$ cat config.mk
export PLATFORM = sky130hd
export DESIGN_NAME = smiley_motion_ctrl
export DESIGN_NICKNAME = d
export VERILOG_FILES = /design/src/rtl/smiley_motion_ctrl.sv
export SDC_FILE = /design/constraint.sdc
export NUM_CORES = 1
export LEC_CHECK = 0
export ABC_AREA = 1
export BUFFER_PORTS_ARGS = -buffer_cell sky130_fd_sc_hd__buf_2
export CAP_MARGIN = 25
export CORE_MARGIN = 2
export CORE_UTILIZATION = 52
export DETAILED_ROUTE_END_ITERATION = 6
export GPL_ROUTABILITY_DRIVEN = 0
export HOLD_SLACK_MARGIN = 0.15
export PLACE_DENSITY = 0.78
export SYNTH_ARGS = -nofsm -noshare
export SYNTH_HDL_FRONTEND = slang
export SYNTH_SLANG_ARGS = --single-unit
$ cat constraint.sdc
create_clock -name clk -period 1.8 [get_ports clk]
set_clock_uncertainty 0.05 [all_clocks]
set_input_delay 0.18 -clock clk [delete_from_list [all_inputs] [get_ports clk]]
set_output_delay 0.18 -clock clk [all_outputs]
set_load 0.005 [all_outputs]
$ cat src/rtl/smiley_motion_ctrl.sv
// smiley_motion_ctrl
// Per-frame sprite motion sequencer for the 640x480 VGA pipeline. On the first
// pixel of vertical blanking (optionally every FRAME_DIV frames) it computes a
// new sprite top-left position in shadow registers over three clocks and then
// commits it, so the pattern generator never sees a half-updated position.
// Optional feature macro: SMILEY_AUTO_COLOR_EN (bump o_color_idx on wall bounces).
module smiley_motion_ctrl #(
  parameter int H_ACTIVE  = 640,
  parameter int V_ACTIVE  = 480,
  parameter int SPRITE_W  = 64,
  parameter int SPRITE_H  = 64,
  parameter int X_INIT    = 288,
  parameter int Y_INIT    = 208,
  parameter int FRAME_DIV = 1
) (
  input  logic       clk,
  input  logic       i_rst_n,
  input  logic [9:0] i_counter_x,
  input  logic [9:0] i_counter_y,
  input  logic [2:0] i_speed,
  input  logic       i_pause,
  output logic [9:0] o_sprite_x,
  output logic [9:0] o_sprite_y,
  output logic       o_dir_x,
  output logic       o_dir_y,
  output logic       o_frame_tick,
  output logic       o_update,
  output logic [2:0] o_color_idx
);

  // Bounce limits for the top-left corner; arithmetic is done in 11 bits so
  // pos + speed can never wrap before being compared against the limit.
  localparam logic [10:0] XMAX  = 11'(H_ACTIVE - SPRITE_W);
  localparam logic [10:0] YMAX  = 11'(V_ACTIVE - SPRITE_H);
  localparam logic [9:0]  EVT_Y = 10'(V_ACTIVE);
  localparam logic [9:0]  XRST  = 10'(X_INIT);
  localparam logic [9:0]  YRST  = 10'(Y_INIT);

  // Frame divider width; a divider of 1 still gets a 1-bit counter that stays 0.
  localparam int              FDW       = (FRAME_DIV > 1) ? $clog2(FRAME_DIV) : 1;
  localparam logic [FDW-1:0]  FDIV_LAST = FDW'(FRAME_DIV - 1);

  typedef enum logic [1:0] {
    S_WAIT   = 2'd0,
    S_CALC_X = 2'd1,
    S_CALC_Y = 2'd2,
    S_COMMIT = 2'd3
  } state_t;

  state_t state, state_nx;

  logic           frame_evt;
  logic           upd_due;
  logic           start;
  logic [FDW-1:0] fdiv;
  logic [2:0]     speed_q;

  // Shadow copy of position/direction; only the commit edge makes it visible.
  logic [9:0]     shadow_x, shadow_y;
  logic           shadow_dir_x, shadow_dir_y;

  // One-axis step results: {flip, next position}.
  logic [10:0]    step_x, step_y;

  // One bounce step on a single axis. Moving toward the far wall clamps to
  // lim and flips; moving toward zero clamps to 0 and flips once the step
  // would reach or cross the origin.
  function automatic logic [10:0] bounce(input logic [9:0]  pos,
                                         input logic        dir,
                                         input logic [2:0]  spd,
                                         input logic [10:0] lim);
    logic [10:0] sum;
    logic [10:0] res;
    sum = {1'b0, pos} + {8'd0, spd};
    if (dir) begin
      if (sum >= lim) res = {1'b1, lim[9:0]};
      else            res = {1'b0, sum[9:0]};
    end else begin
      if ({1'b0, pos} <= {8'd0, spd}) res = {1'b1, 10'd0};
      else                            res = {1'b0, pos - {7'd0, spd}};
    end
    return res;
  endfunction

  assign frame_evt = (i_counter_x == 10'd0) && (i_counter_y == EVT_Y);
  assign upd_due   = (fdiv == FDIV_LAST);
  assign step_x    = bounce(shadow_x, shadow_dir_x, speed_q, XMAX);
  assign step_y    = bounce(shadow_y, shadow_dir_y, speed_q, YMAX);

  // Sequencer state register.
  always_ff @(posedge clk or negedge i_rst_n) begin
    if (!i_rst_n) state <= S_WAIT;
    else          state <= state_nx;
  end

  // Next-state decode; a sequence only starts from S_WAIT, so frame events
  // that land mid-sequence are dropped here (the divider still counts them).
  always_comb begin
    state_nx = state;
    start    = 1'b0;
    case (state)
      S_WAIT: begin
        if (frame_evt && upd_due && !i_pause && (i_speed != 3'd0)) begin
          state_nx = S_CALC_X;
          start    = 1'b1;
        end
      end
      S_CALC_X: state_nx = S_CALC_Y;
      S_CALC_Y: state_nx = S_COMMIT;
      S_COMMIT: state_nx = S_WAIT;
      default:  state_nx = S_WAIT;
    endcase
  end

  // Frame tick pulse and frame divider, both driven by every frame event.
  always_ff @(posedge clk or negedge i_rst_n) begin
    if (!i_rst_n) begin
      o_frame_tick <= 1'b0;
      fdiv         <= '0;
    end else begin
      o_frame_tick <= frame_evt;
      if (frame_evt) fdiv <= upd_due ? '0 : fdiv + 1'b1;
    end
  end

  // Speed latch at sequence start, then x and y shadow steps on successive clocks.
  always_ff @(posedge clk or negedge i_rst_n) begin
    if (!i_rst_n) begin
      speed_q      <= 3'd0;
      shadow_x     <= XRST;
      shadow_y     <= YRST;
      shadow_dir_x <= 1'b1;
      shadow_dir_y <= 1'b1;
    end else begin
      if (start) speed_q <= i_speed;
      if (state == S_CALC_X) begin
        shadow_x     <= step_x[9:0];
        shadow_dir_x <= shadow_dir_x ^ step_x[10];
      end
      if (state == S_CALC_Y) begin
        shadow_y     <= step_y[9:0];
        shadow_dir_y <= shadow_dir_y ^ step_y[10];
      end
    end
  end

  // Commit shadows to the visible outputs and pulse o_update for one cycle.
  always_ff @(posedge clk or negedge i_rst_n) begin
    if (!i_rst_n) begin
      o_sprite_x <= XRST;
      o_sprite_y <= YRST;
      o_dir_x    <= 1'b1;
      o_dir_y    <= 1'b1;
      o_update   <= 1'b0;
    end else begin
      o_update <= (state == S_COMMIT);
      if (state == S_COMMIT) begin
        o_sprite_x <= shadow_x;
        o_sprite_y <= shadow_y;
        o_dir_x    <= shadow_dir_x;
        o_dir_y    <= shadow_dir_y;
      end
    end
  end

`ifdef SMILEY_AUTO_COLOR_EN
  logic bounced;

  // Remember whether either axis hit a wall during this sequence; a corner
  // hit still counts as a single bounce.
  always_ff @(posedge clk or negedge i_rst_n) begin
    if (!i_rst_n) begin
      bounced <= 1'b0;
    end else begin
      if (start)                                  bounced <= 1'b0;
      else if (state == S_CALC_X && step_x[10])   bounced <= 1'b1;
      else if (state == S_CALC_Y && step_y[10])   bounced <= 1'b1;
    end
  end

  // Advance the colour index on commits that followed a bounce.
  always_ff @(posedge clk or negedge i_rst_n) begin
    if (!i_rst_n)                          o_color_idx <= 3'd0;
    else if (state == S_COMMIT && bounced) o_color_idx <= o_color_idx + 3'd1;
  end
`else
  assign o_color_idx = 3'd0;
`endif

endmodule

== After elaboration in Yosys (flattened, before gate mapping) ==
Cells that the tools add are included.

* Add/sub/neg operators: 5
* Multiply operators: 0
* Divide/modulo/power cells: 0
* Magnitude comparators: 4
* Equality and inequality tests: 5
* Shift operators: 0
* Muxes and demuxes: 11
* Bitwise operators: 3
* Reduce and logical (&&, ||, !) cells: 8

{| class="wikitable"
|+ Operators with widths
! operator !! count
|-
| $mux 11 || 6
|-
| $add 10x3->11 || 2
|-
| $le 10x3->1 || 2
|-
| $sub 10x3->10 || 2
|-
| $ge 11x10->1 const B || 1
|-
| $ge 11x9->1 const B || 1
|-
| $eq 10x9->1 const B || 1
|-
| $logic_not 10->1 || 1
|-
| $pmux 2 s4 || 1
|-
| $eq 2x2->1 const B || 2
|-
| $logic_and 1x1->1 || 4
|-
| $mux 1 || 3
|-
| $reduce_bool 3->1 || 1
|-
| $eq 2x1->1 const B || 1
|-
| $logic_not 2->1 || 1
|-
| $mux 2 || 1
|-
| $ne 2x2->1 const B || 1
|-
| $xor 1x1->1 || 2
|-
| $add 1x1->1 const B || 1
|-
| $logic_not 1->1 || 1
|-
| $not 1->1 || 1
|}

* Register bits after elaboration: 52
* Bits in latches: 0
* Bits in writable memories: 0
* Memory bits (read-only): 0
* Bits of input ports: 26
* Output and inout port bits: 27
* Logic and storage cells: 49
* Memories kept: 0

== Longest topological paths before layout ==
Gate-level depths: netlist of run 1.

* Word-level depth: 7
* Gate-level depth with buffers: 16
* Mapped depth without buffers: 15

== Least setup slack after synthesis of run 1 ==
Ideal clock, no wire load.

* Path kind: register to register
* Start: register speed_q[0]
* End: register shadow_y[8]
* Library setup time: 0.120 ns
* Data arrival time: 1.807 ns
* Data required time: 1.630 ns
* Path slack: -0.177 ns
* Stages on the path, launching flop included: 13
* Buffers on the path: 0
* Clock period less this slack: 1.977 ns
* Path through: dfrtp_1 ha_1 fa_1 nand2_1 nand2_1 nand2_2 nand2_1 nand2_1 nand2_1 nand3_4 nand3_2 o21ai_1 nand2_1

* Longest elaborated chain between the ends: 4
* Elaborated cells on any way between the ends: 7
* Those cells by class: 2 x add/sub; 2 x order compare; 3 x mux

{| class="wikitable"
|+ RTL lines
! item !! RTL line !! text
|-
| start, declared || 56 || <nowiki>logic [2:0] speed_q;</nowiki>
|-
| start signal, assigned || 135 || <nowiki>if (start) speed_q <= i_speed;</nowiki>
|-
| $add 10x3->11 || 74 || <nowiki>sum = {1'b0, pos} + {8'd0, spd};</nowiki>
|-
| $ge 11x9->1 || 76 || <nowiki>if (sum >= lim) res = {1'b1, lim[9:0]};</nowiki>
|-
| $mux 11 || 76 ||
|-
| $mux 11 * || 75 || <nowiki>if (dir) begin</nowiki>
|-
| end signal, assigned || 141 || <nowiki>shadow_y <= step_y[9:0];</nowiki>
|-
| end, declared || 59 || <nowiki>logic [9:0] shadow_x, shadow_y;</nowiki>
|}

Mark *: on every way between the ends. The rest lies on a longest branch, timed or not.
A chain may end at the register's enable or synchronous reset.

== Worst setup path in the final report of run 1 ==
Ends and elaborated chain as after synthesis.

==> flow_metrics.env, run 1 <==
export IMPL_clockBufferDepth=2
export IMPL_yosys_area_share_simple_pct=29.5
export IMPL_port_buffers=49
export IMPL_critical_path_class="reg2reg"
export IMPL_use_met1_pct=31.7
export IMPL_nNetsFinal=581
export IMPL_syn_avg_cell_area_um2=7.74
export IMPL_status="finished, violations left"
export IMPL_multi_input_area_um2=2150
export IMPL_final_period_utilization_pct=115
export IMPL_grt_antenna_before_repair=0
export IMPL_synth_fa_ha_area_share_pct=8.28
export IMPL_clkPwrFrac_pct=10.2
export IMPL_yosysSeqAreaShare_pct=38.2
export IMPL_cp_required_ns=1.96
export IMPL_fin_crit_ns=2.07
export IMPL_final_area_um2=4540
export IMPL_holdPathEnd="speed_q[0]$_DFFE_PN0P_"
export IMPL_r2r_cells=10
export IMPL_hpwl_um=6470
export IMPL_clock_latency_ns=0.32
export IMPL_setup_viol=22
export IMPL_num_rows=29
export IMPL_cts_root_buffer="clkbuf_8"
export IMPL_wl_per_cell_um=16.0
export IMPL_cts_num_sinks=51
export IMPL_min_path_cells=5
export IMPL_ant_nets=0
export IMPL_r2r_slack_ns=-0.27
export IMPL_rsz0062_at_grt="true"
export IMPL_grt_remaining_overflow=0
export IMPL_synth_compound_area_share_pct=10.2
export IMPL_power_total_w=0.00811
export IMPL_final_setup_tns_ns=-4.08
export IMPL_grt_max_degree=52
export IMPL_initial_core_util_pct=53.6
export IMPL_drive_gt1_share_pct=41.2
export IMPL_p_sw_share_pct=47.5
export IMPL_yosys_area_share_xor_xnor_pct=4.14
export IMPL_synth_seq_cells=51
export IMPL_regArea_um2=1300
export IMPL_die_area_um2=7170
export IMPL_core_area_um2=6310
export IMPL_nFillCells=443
export IMPL_endpoint_kind="register"
export IMPL_p_sw_w=0.00386
export IMPL_pwr_share_comb_pct=61.1
export IMPL_grt_use_met3_pct=5.01
export IMPL_drt_vias_per_instance=5.68
export IMPL_holdCritStartpoint="i_pause"
export IMPL_internal_power_w=0.00426
export IMPL_clk_pin_slew_ns=0.10
export IMPL_dr_pass1_iters=5
export IMPL_synth_top_family_by_area="simple AND/OR/NAND/NOR gates"
export IMPL_wl_um=9840
export IMPL_synth_area_mux_share_pct=1.66
export IMPL_busiest_layer="met2"
export IMPL_irDropWorstVdd_v=0.00114
export IMPL_grt_use_met2_pct=45.0
export IMPL_die_h_um=84.7
export IMPL_first_global_vias=3432
export IMPL_die_w_um=84.7
export IMPL_htreeDepth=2
export IMPL_cts_tree="built"
export IMPL_yosysWarningCount=0
export IMPL_violations="setup timing"
export IMPL_ys_types=36
export IMPL_worstPathMaxFanout=8
export IMPL_powerDensity_nw_per_um2=1790
export IMPL_maxCapViolations=0
export IMPL_arrival_ns=2.24
export IMPL_numCtsBuffers=5
export IMPL_num_io_pins=53
export IMPL_grtUsageTotal_pct=26.2
export IMPL_vias=3480
export IMPL_syn_area_um2=3380
export IMPL_fin_ws_ns=-0.272
export IMPL_hold_path_class="in2reg"
export IMPL_synth_cells=437
export IMPL_p_leak_nw=2.10
export IMPL_placed_area_um2=4000
export IMPL_power_share_sequential_pct=28.8
export IMPL_syn_to_final_growth_pct=34.0
export IMPL_holdWs_ns=0.267
export IMPL_timing_fmax_ghz=0.483
export IMPL_r2r_end="shadow_y[8]$_DFFE_PN0P_"
export IMPL_grt_first_pass_wirelength_um=15200
export IMPL_drt_iter0_markers=265
export IMPL_antenna_cells=0
export IMPL_start_kind="register"
export IMPL_r2r_start="speed_q[0]$_DFFE_PN0P_"
export IMPL_hold_viol_final=0
export IMPL_drc_errors=0
export IMPL_slew_violations=0
power by group through the flow:
stage          Clock, W  Combinational, W  Sequential, W
2_1_floorplan         0           0.00288        0.00211
3_3_place_gp          0           0.00403        0.00227
3_5_place_dp          0           0.00415        0.00228
4_1_cts        0.000828           0.00448        0.00228
5_1_grt        0.000886           0.00544        0.00240
6_report       0.000824           0.00495        0.00234
cell usage after synthesis, drive strengths merged:
cell | number | area, um^2
nand2 | 94 | 378
nor2 | 63 | 262
a21oi | 47 | 239
inv | 44 | 165
dfrtp | 37 | 926
nand3 | 23 | 138
nand4 | 21 | 138
o21ai | 19 | 95.1
ha | 16 | 200
dfstp | 14 | 368
xor2 | 13 | 114
buf | 10 | 67.6
clkbuf | 8 | 30.0
mux2 | 5 | 56.3
nor3 | 5 | 35.0
fa | 4 | 80.1
nor4 | 4 | 25.0
xnor2 | 3 | 26.3
nand3b | 2 | 15.0
a31oi | 1 | 6.26
clkinv | 1 | 3.75
conb | 1 | 3.75
nor3b | 1 | 7.51
o22ai | 1 | 6.26
how the worst max path moves through the flow:
stage	from	to	cells after the start
finish	speed_q[0]$_DFFE_PN0P_	shadow_y[8]$_DFFE_PN0P_	10
global route	speed_q[0]$_DFFE_PN0P_	shadow_y[8]$_DFFE_PN0P_	10
CTS	speed_q[0]$_DFFE_PN0P_	shadow_y[5]$_DFFE_PN0P_	12
detailed placement	speed_q[0]$_DFFE_PN0P_	shadow_x[2]$_DFFE_PN0N_	11
global placement	speed_q[0]$_DFFE_PN0P_	shadow_x[0]$_DFFE_PN0N_	14
floorplan	speed_q[0]$_DFFE_PN0P_	shadow_x[0]$_DFFE_PN0N_	14
critical path, cell delays in order, from the launching register on:
cell and delay, ns:
dfrtp_2 0.46, ha_2 0.20, fa_2 0.36, nand2_2 0.10, nand2_4 0.07, a21oi_1 0.17, nand2_1 0.12, nand2_4 0.14
nand3_2 0.09, o21ai_1 0.14, nand2_1 0.06
final cells by class:
cell class | count | share of cell area, %
clock buffers | 5 | 1.52
flip-flops and latches | 51 | 28.6
multi-input cells | 327 | 47.4
inverters | 45 | 3.94
repair buffers | 105 | 15.4
well taps | 77 | 2.12
clock inverters | 3 | 0.965
per-layer routing:
metal,share of wire (%),routed length (um),vias to the layer above
li1,-,-,1620
met4,4.1,399,0
met1,39,3870,1650
met5,0,0,-
met2,51,4990,160
met3,5.9,576,50
repair_timing:
item	CTS	global route
gates resized for setup	31	36
hold buffers	6	0
gates cloned	2	0
setup endpoints to repair	22	22
endpoints found under the hold margin	55	0
setup buffers	7	5
pin swaps	11	12
sequential cells by signal, summed over array words and instances (netlist names), 2 cells and up:
| name | flops |
|---|---|
| o_sprite_x | 10 |
| o_sprite_y | 10 |
| shadow_y | 10 |
| state | 2 |
| shadow_x | 10 |
| speed_q | 3 |
cells by family after synthesis:
family	Yosys count
XOR/XNOR	16
AND/OR/NAND/NOR	213
flip-flops	51
AO/OA/AOI/OAI	68
adder cells (fa/ha/maj)	20
other	1
multiplexers	5
buffers and inverters	63
placed cells by master (no fill, tap or decap), drive strengths merged, types with 5 or more instances in the layout:
master and instances:
nand4 22, mux2 5, inv 43, dlygate4sd3 6
a21oi 47, dfrtp 37, nor3 5, xor2 13
nand2 95, nor2 63, clkbuf 5, o21ai 19
buf 99, nand3 23, dfstp 14, ha 16
through the flow:
step	utilization (%)	cells	worst slack, ns
after detailed placement	63.3	585	-0.259
after CTS	68.9	608	-0.202
after floorplan	-	439	-0.0453
after global placement	63.3	585	-0.170
final	71.9	613	-0.272
after global routing	71.9	613	-0.345
Power figures use the tool's default switching activity.
==> run 2, diff against run 1 <==
CORE_UTILIZATION = 62   (was 52)
MAX_ROUTING_LAYER = met4   (was default)
PLACE_DENSITY = 0.87   (was 0.78)
clock period = 2.7 ns   (was 1.8 ns; I/O delays follow)
==> flow_metrics.env, run 2 (same netlist as run 1, synthesis figures left out) <==
export IMPL_die_area_um2=6070
export IMPL_num_io_pins=53
export IMPL_cp_required_ns=2.85
export IMPL_numCtsBuffers=5
export IMPL_critical_path_class="reg2reg"
export IMPL_dp_cells=542
export IMPL_r2r_start="speed_q[0]$_DFFE_PN0P_"
export IMPL_holdCritStartpoint="i_speed[2]"
export IMPL_drt_vias_per_instance=5.56
export IMPL_clk_pin_slew_ns=0.09
export IMPL_final_cell_mix="nand2_1, nor2_1, buf_2, a21oi_1"
export IMPL_drt_iter0_markers=286
export IMPL_status="completed"
export IMPL_critical_path_top_delay_family="simple AND/OR/NAND/NOR gates"
export IMPL_grtUsageTotal_pct=29.0
export IMPL_holdWs_ns=0.152
export IMPL_grt_max_degree=52
export IMPL_min_path_cells=3
export IMPL_timing_fmax_ghz=0.444
export IMPL_num_rows=26
export IMPL_clockBufferDepth=2
export IMPL_r2r_cells=12
export IMPL_final_setup_tns_ns=0
export IMPL_rsz0062_at_grt="false"
export IMPL_start_kind="register"
export IMPL_hpwl_um=5810
export IMPL_maxCapViolations=0
export IMPL_postCtsSetupRepairBufs=0
export IMPL_cp_num_buf_inv=0
export IMPL_ant_nets=0
export IMPL_drive_gt1_share_pct=22.0
export IMPL_worst_path_most_repeated_cell="nand2_1"
export IMPL_endpoint_kind="register"
export IMPL_layout_commonest_cell="nand2_1"
export IMPL_grt_first_pass_wirelength_um=13700
export IMPL_final_area_um2=3770
export IMPL_critical_path_startpoint="speed_q[0]$_DFFE_PN0P_"
export IMPL_antenna_cells=0
export IMPL_grt_remaining_overflow=0
export IMPL_initial_core_util_pct=65.4
export IMPL_vias=3070
export IMPL_cts_tree="built"
export IMPL_clock_latency_ns=0.31
export IMPL_hold_viol_final=0
export IMPL_slowest_stage="dfrtp_1"
export IMPL_tightest_slew_ns=0.629
export IMPL_crit_path_max_incr_delay_ns=0.46
export IMPL_cts_root_buffer="clkbuf_8"
export IMPL_port_buffers=49
export IMPL_slew_violations=0
export IMPL_hold_path_class="in2reg"
export IMPL_fin_cells=552
export IMPL_placed_area_um2=3640
export IMPL_die_h_um=77.9
export IMPL_wl_per_cell_um=14.0
export IMPL_final_period_utilization_pct=83.5
export IMPL_multi_input_area_um2=1830
export IMPL_syn_to_final_growth_pct=11.5
export IMPL_fin_crit_ns=2.25
export IMPL_p_leak_nw=1.83
export IMPL_die_w_um=77.9
export IMPL_cts_num_sinks=51
export IMPL_first_global_vias=2953
export IMPL_setup_viol=0
export IMPL_dr_pass1_iters=5
export IMPL_powerDensity_nw_per_um2=1170
export IMPL_wl_um=7760
export IMPL_nNetsFinal=527
export IMPL_crit_chain="ha_1 > fa_1 > nand2_1 > nand2_1 > nand2_2 > nor2_1 > nand2_1 > nand2_1 > nand3_4 > nand3_2 > o21ai_1 > nand2_1"
export IMPL_worstPathMaxFanout=8
export IMPL_irDropWorstVdd_v=0.000624
export IMPL_arrival_ns=2.40
export IMPL_core_area_um2=5170
export IMPL_regArea_um2=1290
export IMPL_nFillCells=382
export IMPL_htreeDepth=2
export IMPL_drc_errors=0
export IMPL_final_util_pct=73.0
export IMPL_cp_num_cells=12
export IMPL_grt_antenna_before_repair=0
export IMPL_maxSlewHeadroom_pct=58.1
## run 2: changes by cell type in the layout (fill, tap and decap cells not counted), sizes merged
cell	before	now
dlygate4sd3	6	2
inv	43	44
nand4	22	21
buf	99	51
nand2	95	94
clkinv	4	3
## run 2: area by class of cell
type                            count  share of cell area [%]
Tap cell                           70                    2.32
Clock buffer                        5                    1.82
Sequential cell                    51                    34.3
Timing Repair Buffer               53                    7.42
Multi-Input combinational cell    325                    48.5
Inverter                           45                    4.47
Clock inverter                      3                    1.16
## run 2: worst paths after layout
kind                                            to  slack (ns)
setup / recovery           shadow_y[5]$_DFFE_PN0P_        0.45
hold / removal              speed_q[2]$_DFFE_PN0P_        0.15
setup reg to reg           shadow_y[5]$_DFFE_PN0P_        0.45
hold reg to reg                o_dir_x$_DFFE_PN1P_        0.44
max in group asynchronous  shadow_y[9]$_DFFE_PN0P_        1.62
min in group asynchronous  shadow_y[8]$_DFFE_PN0P_        0.54
## run 2: metrics by stage
stage | setup slack [ns] | total power (W)
detailed placement | 0.488 | 0.00386
floorplan | 0.723 | 0.00325
global placement | 0.511 | 0.00379
CTS | 0.466 | 0.00442
global route | 0.228 | 0.00484
finish | 0.447 | 0.00443
## run 2: worst min-delay path, cell delays in order
cell and delay (ns):
buf_2 0.09, nand2_1 0.04, o21ai_0 0.06
## run 2: metal layers
layer | GRT usage, % | routed length [um]
met4 | 12.1 | 193
met1 | 38.5 | 3480
met3 | 3.60 | 532
met2 | 45.2 | 3550
met5 | - | 0
## run 2: where the power goes
| part | total (W) | switching [W] | internal (W) |
|---|---|---|---|
| Clock | 0.000529 | 0.000253 | 0.000276 |
| Sequential | 0.00154 | 0.000383 | 0.00116 |
| Combinational | 0.00236 | 0.00146 | 0.000891 |
| Total | 0.00443 | 0.00210 | 0.00233 |
## run 2: what timing repair did
action	CTS	global route
endpoints found under the hold margin	38	0
resized for setup	0	0
hold buffers	2	0
==> run 3, diff against run 2 <==
CORE_UTILIZATION = 57   (was 62)
PLACE_DENSITY = 0.81   (was 0.87)
clock period = 2.3 ns   (was 2.7 ns; I/O delays follow)
==> flow_metrics.env, run 3 (same netlist as run 1, synthesis figures left out) <==
export IMPL_syn_to_final_growth_pct=14.7
export IMPL_start_kind="primary input"
export IMPL_p_leak_nw=1.87
export IMPL_final_setup_tns_ns=0
export IMPL_num_io_pins=53
export IMPL_hold_viol_final=0
export IMPL_critical_path_startpoint="i_counter_x[6]"
export IMPL_cts_tree="built"
export IMPL_grtUsageTotal_pct=26.6
export IMPL_fin_crit_ns=2.16
export IMPL_cp_required_ns=2.51
export IMPL_cts_root_buffer="clkbuf_8"
export IMPL_critical_path_class="in2reg"
export IMPL_die_h_um=81.1
export IMPL_first_global_vias=2915
export IMPL_status="completed"
export IMPL_hpwl_um=5940
export IMPL_r2r_slack_ns=0.14
export IMPL_cts_num_sinks=51
export IMPL_slew_violations=0
export IMPL_ant_nets=0
export IMPL_arrival_ns=2.37
export IMPL_die_area_um2=6570
export IMPL_final_period_utilization_pct=94.1
export IMPL_fin_ws_ns=0.137
export IMPL_clock_latency_ns=0.31
export IMPL_maxCapViolations=0
export IMPL_core_area_um2=5820
export IMPL_nFillCells=484
export IMPL_drc_errors=0
export IMPL_dr_pass1_iters=4
export IMPL_rsz0062_at_grt="false"
export IMPL_powerDensity_nw_per_um2=1330
export IMPL_hold_path_class="in2async"
export IMPL_vias=3053
export IMPL_holdWs_ns=0.208
export IMPL_final_cell_mix="nand2_1, nor2_1, buf_2, a21oi_1, inv_1"
export IMPL_die_w_um=81.1
export IMPL_r2r_start="speed_q[2]$_DFFE_PN0P_"
export IMPL_wl_per_cell_um=13.8
export IMPL_irDropWorstVdd_v=0.000719
export IMPL_grt_remaining_overflow=0
export IMPL_drive_gt1_share_pct=24.5
export IMPL_num_rows=28
export IMPL_grt_first_pass_wirelength_um=13200
export IMPL_wl_um=7860
export IMPL_clockBufferDepth=2
export IMPL_grt_max_degree=25
export IMPL_clk_pin_slew_ns=0.10
export IMPL_setup_viol=0
export IMPL_nNetsFinal=539
export IMPL_post_place_ws_ns=0.0525
export IMPL_htreeDepth=2
export IMPL_grt_antenna_before_repair=0
export IMPL_drt_vias_per_instance=5.37
export IMPL_drt_iter0_markers=208
export IMPL_endpoint_kind="register"
export IMPL_initial_core_util_pct=58.2
export IMPL_antenna_cells=0
export IMPL_timing_fmax_ghz=0.462
export IMPL_port_buffers=49
export IMPL_numCtsBuffers=5
export IMPL_final_util_pct=66.8
export IMPL_worstPathMaxFanout=2
export IMPL_layout_commonest_cell="nand2_1"
-- run 3: cell count changes in the layout (fill, tap and decap cells not counted), sizes merged --
cell	previous run	this run
clkinv	3	2
dlygate4sd3	2	7
buf	51	58
clkbuf	5	7
bufinv	1	0
-- run 3: per-stage QoR --
stage          instances  cell area, um^2  power [W]
2_1_floorplan        439             3390    0.00382
3_3_place_gp         553             3690    0.00449
3_5_place_dp         553             3690    0.00457
4_1_cts              568             3840    0.00510
5_1_grt              569             3880    0.00563
6_report             569             3880    0.00515
-- run 3: cell type report --
type                    instances  area, um^2  area share [%]
clock inverters                 1        5.00           0.129
repair buffers                 65         383            9.86
well taps                      75        93.8            2.42
flip-flops and latches         51        1290            33.4
clock buffers                   7        76.3            1.97
multi-input cells             325        1860            47.9
inverters                      45         169            4.35
-- run 3: path summary, 6_finish.rpt --
check                      depth (start not counted)                   endpoint
max                                                7     o_frame_tick$_DFF_PN0_
min                                                2  o_sprite_x[1]$_DFFE_PN0P_
max reg2reg                                       13    shadow_x[0]$_DFFE_PN0N_
min reg2reg                                        2        o_dir_y$_DFFE_PN1P_
max in group asynchronous                          3    shadow_y[7]$_DFFE_PN1P_
min in group clk                                   5     speed_q[0]$_DFFE_PN0P_
-- run 3: what timing repair did --
| item | 4_1_cts | 5_1_grt |
|---|---|---|
| hold buffers | 7 | 0 |
| endpoints found under the setup margin | 0 | 22 |
| resized for setup | 0 | 10 |
| buffers inserted | 0 | 1 |
| endpoints found under the hold margin | 41 | 0 |
-- run 3: layer usage --
metal / track usage, % / share of wire [%] / up-vias
met5: - / 0 / -
met4: 7.97 / 1.8 / 0
met3: 4.00 / 3.7 / 14
met2: 45.9 / 51 / 69
met1: 32.3 / 43 / 1433
li1: - / - / 1537
-- run 3: power by group --
group	switching, W	leakage, nW	internal (W)
combinational	0.00171	1.25	0.00112
clock	0.000304	0.0422	0.000215
sequential	0.000438	0.579	0.00136
-- run 3: worst max-delay path, cell delays in order --
cell and delay [ns]:
dlygate4sd3_1 0.53, buf_2 0.13, nor4_2 0.14, dlygate4sd3_1 0.58, nand2_1 0.06, nor2_2 0.15
dlygate4sd3_1 0.57
